`src/rtl/cpu_pkg.sv`:
```
// Shared datapath definitions: statistics counter type and PC-mux select encoding.
package cpu_pkg;

  localparam int unsigned STAT_CNT_W = 32;

  typedef logic [STAT_CNT_W-1:0] stat_cnt_t;

  localparam logic PCSRC_SEQ    = 1'b0;
  localparam logic PCSRC_BRANCH = 1'b1;

endpackage : cpu_pkg

```
`src/rtl/sat_counter.sv`:
```
// Saturating up-counter with synchronous active-low reset; holds at all-ones.
module sat_counter #(
  parameter int unsigned CNT_W = 32
) (
  input  logic             clk,
  input  logic             rst_n,
  input  logic             inc,
  output logic [CNT_W-1:0] count
);

  localparam logic [CNT_W-1:0] CNT_MAX = '1;

  logic [CNT_W-1:0] count_q;
  logic [CNT_W-1:0] count_d;

  always_comb begin
    count_d = count_q;
    if (inc && (count_q != CNT_MAX)) begin
      count_d = count_q + CNT_W'(1);
    end
  end

  always_ff @(posedge clk) begin
    if (!rst_n) begin
      count_q <= '0;
    end else begin
      count_q <= count_d;
    end
  end

  assign count = count_q;

endmodule : sat_counter

```
`src/rtl/and_gate.sv`:
```
// Branch-decision gate (PCSrc = Branch & Zero) with a registered copy and branch statistics.
module and_gate
  import cpu_pkg::*;
#(
  parameter int unsigned CNT_W = STAT_CNT_W
) (
  input  logic             clk,
  input  logic             rst_n,
  input  logic             inpBranch,
  input  logic             inpZero,
  input  logic             cntEn,
  output logic             andOut,
  output logic             andOutQ,
  output logic [CNT_W-1:0] branchCnt,
  output logic [CNT_W-1:0] takenCnt
);

  logic and_q;
  logic and_d;
  logic branch_inc;
  logic taken_inc;

  // Same-cycle branch resolution; X on either input is allowed to propagate.
  assign andOut = inpBranch & inpZero;

  always_comb begin
    and_d      = andOut;
    branch_inc = cntEn & inpBranch;
    taken_inc  = cntEn & andOut;
  end

  always_ff @(posedge clk) begin
    if (!rst_n) begin
      and_q <= PCSRC_SEQ;
    end else begin
      and_q <= and_d;
    end
  end

  assign andOutQ = and_q;

  // Taken implies branch, so takenCnt can never overtake branchCnt.
  sat_counter #(
    .CNT_W (CNT_W)
  ) u_branch_cnt (
    .clk   (clk),
    .rst_n (rst_n),
    .inc   (branch_inc),
    .count (branchCnt)
  );

  sat_counter #(
    .CNT_W (CNT_W)
  ) u_taken_cnt (
    .clk   (clk),
    .rst_n (rst_n),
    .inc   (taken_inc),
    .count (takenCnt)
  );

endmodule : and_gate

```
`config.mk`:
```
export PLATFORM = sky130hd
export DESIGN_NAME = and_gate
export DESIGN_NICKNAME = d
export VERILOG_FILES = /design/src/rtl/cpu_pkg.sv /design/src/rtl/sat_counter.sv /design/src/rtl/and_gate.sv
export SDC_FILE = /design/constraint.sdc
export NUM_CORES = 1
export LEC_CHECK = 0
export ABC_AREA = 1
export CAP_MARGIN = 20
export CORE_MARGIN = 2
export CORE_UTILIZATION = 48
export DETAILED_ROUTE_END_ITERATION = 7
export PLACE_DENSITY = 0.82
export SYNTH_ARGS = -nofsm -noshare
export SYNTH_HDL_FRONTEND = slang
export SYNTH_SLANG_ARGS = --single-unit
```
`constraint.sdc`:
```
create_clock -name clk -period 1.4 [get_ports clk]
set_input_delay 0.35 -clock clk [delete_from_list [all_inputs] [get_ports clk]]
set_output_delay 0.35 -clock clk [all_outputs]
set_load 0.01 [all_outputs]
```
==> impl_metrics.py, run 1 <==
metrics = {
    "run_status": {
        "haltStage": "global routing (5_1_grt)",
        "error": "[ERROR DPL-0038] Utilization greater than 100%, impossible to legalize",
        "outcome": "stopped before the end",
    },
    "placed_design": {
        "finalWeightedCongestion": 0.9593,
        "io_buffers": 70,
        "post_dp_cell_area_um2": 5996,
        "dpl.hpwl_um": 10440,
        "pre_cts_slack_ps": -752.4,
    },
    "synth": {
        "synth_edf_count": 0,
        "synthesis.nets": 638,
        "synth_area_per_cell_um2": 6.127,
        "ys_ff_latch": 65,
        "ys_warn_count": 0,
        "syn_area_um2": 3866,
        "ys_seq_area_share_pct": 33.66,
        "synth_cells": 631,
        "synth_cell_types": 27,
        "ys_async_sr_fraction_pct": 0,
        "synth_ff_type": "dfxtp_1",
    },
    "floorplanning": {
        "num_io_pins": 71,
        "die_x_um": 93.75,
        "start_util_pct": 49.77,
        "die_y_um": 93.75,
        "rows": 32,
    },
    "clock_network": {
        "htreeDepth": 3,
        "cts_root_buf": "clkbuf_8",
        "cts_buffer_depth": 2,
        "cts-buffers-inserted": 9,
        "cts.sinks": 65,
    },
    "global_route": {
        "grt_max_degree": 25,
    },
    "timing": {
        "worstEndpointType": "sequential cell input",
        "worstEndpointGrtRepair": "u_branch_cnt.count[22]$_SDFFE_PN0P_/D",
    },
}
## logic make-up after synthesis
group	synth area share [%]
AO/OA/AOI/OAI	7.249
XOR/XNOR	0.6797
adder cells (fa/ha/maj)	0.6471
buffers and inverters	7.734
flip-flops	33.66
AND/OR/NAND/NOR	50.03
## stage by stage
step | cells | utilization [%] | setup TNS (ps) | hold slack [ps]
3_3_place_gp | 927 | 77.19 | -27960 | 484.1
3_5_place_dp | 927 | 77.19 | -32700 | 498.9
2_1_floorplan | 631 | - | -1071 | 486.8
4_1_cts | 975 | 90.83 | -10550 | 328.3
## cells in the mapped netlist (2+ instances only)
library cell / n / area share (%)
nand2_1: 165 / 16
nor2_1: 151 / 15
nand3_1: 66 / 8.5
dfxtp_1: 65 / 34
a21oi_1: 50 / 6.5
inv_1: 49 / 4.8
nand4_1: 26 / 4.2
nor2_4: 7 / 2.0
nor3_1: 7 / 0.91
clkbuf_1: 6 / 0.58
nand2_2: 6 / 0.97
buf_2: 5 / 0.65
buf_6: 5 / 1.5
a31oi_1: 4 / 0.65
and2_1: 4 / 0.65
ha_1: 2 / 0.65
nor2_2: 2 / 0.32
xor2_1: 2 / 0.45
## what timing repair did
item	CTS
cloned	11
resized for setup	322
hold buffers	0
endpoints found under the setup margin	129
pin swaps	27
buffers inserted	21
==> run 2: changes to the inputs <==
- CORE_UTILIZATION: 48 -> 40
- PLACE_DENSITY: 0.82 -> default
- PLACE_DENSITY_LB_ADDON: default -> 0.15
- clock period: 1.4 -> 1.8 ns (I/O delays scaled with it)
==> run 2 against run 1 <==
The flow now finishes without violations. Synthesized cell count unchanged. Area after synthesis unchanged.
==> impl_metrics.py, run 2 <==
metrics = {
    "pwr": {
        "power.density_nw_per_um2": 522.6,
        "leakagePower_nw": 2.616,
        "peakVddDrop_mv": 0.4212,
    },
    "placed_design": {
        "post_dp_cell_area_um2": 5102,
        "dpl.hpwl_um": 9034,
        "finalWeightedCongestion": 0.9071,
        "dp.cells": 875,
        "io_buffers": 70,
    },
    "layout": {
        "antenna_cells": 0,
        "final-instance-count-excl-fill": 901,
        "layout-drive-gt1-share_pct": 22.54,
        "final_core_util_pct": 60.87,
        "fillers": 926,
        "multi_input_comb_area_um2": 2454,
        "final_cell_mix": "162 x nand2_1, 137 x nor2_1, 63 x nand3_1, 63 x buf_4, 47 x inv_1",
        "finalNetCount": 774,
        "syn2layout_area_growth_pct": 46.86,
        "stdcell_area_um2": 5678,
        "seqCellArea_um2": 1348,
        "final_common_cell": "nand2_1",
    },
    "clock_network": {
        "htreeDepth": 3,
        "cts-buffers-inserted": 9,
        "cts_tree": "built",
        "path_clk_slew_ps": 80,
        "cts_root_buf": "clkbuf_8",
        "cts.sinks": 65,
        "cts_buffer_depth": 2,
        "worst_skew_pair.late_latency_ps": 350,
    },
    "floorplanning": {
        "die_y_um": 102.3,
        "rows": 35,
        "fp.coreArea_um2": 9328,
        "die_area_um2": 10470,
        "num_io_pins": 71,
        "die_x_um": 102.3,
        "start_util_pct": 41.45,
    },
    "setup_path": {
        "slowest_delay_ps": 570,
        "slowest_stage": "clkdlybuf4s50_1",
        "crit_type": "flip-flop to output pin",
        "crit_path_end_kind": "output pin",
        "arrival_ps": 1330,
        "cp_num_buf_inv": 1,
        "critPathLaunchType": "flip-flop",
        "worstPathRequired_ps": 1350,
        "path_delay_family": "buffers and inverters",
        "path_max_fanout": 4,
        "cp_cell_sequence": "clkdlybuf4s50_1",
    },
    "routing": {
        "via_count": 4716,
        "drtPass1Iterations": 6,
        "wl_um": 13140,
        "drc": 0,
        "viasPerCell": 5.234,
        "first_iter_violations": 369,
        "wl_per_cell_um": 14.58,
        "ant_nets": 0,
    },
    "timing": {
        "setup_violations": 0,
        "slew-limit-headroom_pct": 72.42,
        "timing_hold_violations_final": 0,
        "period_share_pct": 98.74,
        "drv_slew": 0,
        "fin_crit_ps": 1777,
        "skew_ps": 15.83,
        "fmax_mhz": 562.7,
        "tightest_slew_ps": 413.7,
    },
    "synth": {
        "synth_ff_type": "dfxtp_1",
        "ys_top_cells_by_area": "dfxtp_1 34%, nand2_1 16%, nor2_1 15%",
        "synth_area_leader_cell": "dfxtp_1",
        "synth_most_common_cell": "nand2_1",
        "synthTopCellsByCount": "165 x nand2_1, 151 x nor2_1, 66 x nand3_1, 65 x dfxtp_1, 50 x a21oi_1",
        "synth_edf_count": 0,
        "syn_area_um2": 3866,
        "ys_seq_area_share_pct": 33.66,
        "ys_warn_count": 0,
        "ys_ff_latch": 65,
        "synth_cells": 631,
        "synth_area_per_cell_um2": 6.127,
        "ys_async_sr_fraction_pct": 0,
        "synth_cell_types": 27,
        "synthesis.nets": 638,
        "yosys.area.top_type_share_pct": 33.66,
    },
    "global_route": {
        "met2_usage_pct": 35.22,
        "grt_pass1_wl_um": 19670,
        "grt_overflow": 0,
        "grt_max_degree": 45,
        "grt_use_met1_pct": 36.01,
        "track_usage_pct": 23.80,
        "grt_pass1_vias": 4035,
        "grt_antenna_before_repair": 0,
        "busiest_layer": "met1",
        "use_met3_pct": 3.078,
    },
    "run": {
        "max_cap_viol_count": 0,
    },
    "worst_hold_path": {
        "hold_path.class": "flip-flop to flip-flop",
    },
    "run_status": {
        "outcome": "completed",
    },
}
-- run 2: repair_timing --
action                                  4_1_cts  5_1_grt
hold endpoints to repair                      0        0
pin swaps                                     0       11
resized for setup                            33       77
buffers inserted                              0        3
gates cloned                                  1        6
endpoints found under the setup margin       37       79
hold buffers                                  0        0
-- run 2: worst paths after layout --
check,start,end,slack [ps],cells after the start
setup / recovery,u_branch_cnt.count[19]$_SDFFE_PN0P_,branchCnt[19],20,1
setup reg to reg,u_taken_cnt.count[0]$_SDFFE_PN0P_,u_taken_cnt.count[14]$_SDFFE_PN0P_,50,9
hold reg to reg,u_taken_cnt.count[2]$_SDFFE_PN0P_,u_taken_cnt.count[2]$_SDFFE_PN0P_,500,2
hold / removal,u_taken_cnt.count[2]$_SDFFE_PN0P_,u_taken_cnt.count[2]$_SDFFE_PN0P_,500,2
-- run 2: per-stage QoR --
step           setup TNS [ps]  total power [mW]  hold WS (ps)  worst slack [ps]
2_1_floorplan               0             1.546         510.1             153.3
3_3_place_gp            -9337             1.602         518.1            -379.1
3_5_place_dp           -11560             1.606         510.4            -415.1
4_1_cts                     0             2.980         516.0            0.2374
5_1_grt                -862.8             3.059         533.6            -64.33
6_report                    0             2.967         502.4             22.75
-- run 2: kinds of logic after synthesis --
logic type / Yosys count / share of synthesized area (%)
and+or+nand+nor: 439 / 50.03
buffers and inverters: 67 / 7.734
DFF: 65 / 33.66
AOI/OAI and AO/OA: 55 / 7.249
xor gates and xnor gates: 3 / 0.6797
adders and majority gates: 2 / 0.6471
-- run 2: routing by layer --
metal / share of wire [%] / up-vias
li1: - / 2325
met1: 47 / 2172
met2: 44 / 198
met3: 7.0 / 21
met4: 1.6 / 0
met5: 0 / -
-- run 2: power by group --
| group | leakage, nW | switching, mW | internal, mW |
|---|---|---|---|
| Clock | 0.106 | 0.615 | 0.779 |
| Sequential | 0.542 | 0.00327 | 1.44 |
| Combinational | 1.97 | 0.0767 | 0.0534 |
-- run 2: area by class of cell --
cell class	count	area share, %
Timing Repair Buffer	138	22.98
Tap cell	129	2.843
Multi-Input combinational cell	503	43.21
Clock buffer	9	2.182
Sequential cell	65	23.73
Inverter	50	3.394
Clock inverter	7	1.653
-- run 2: tightest hold or removal path: stages, from the launching register on --
cell and delay, ps:
dfxtp_2 350, nand2_1 70, a21oi_1 50
Power figures use the tool's default switching activity.
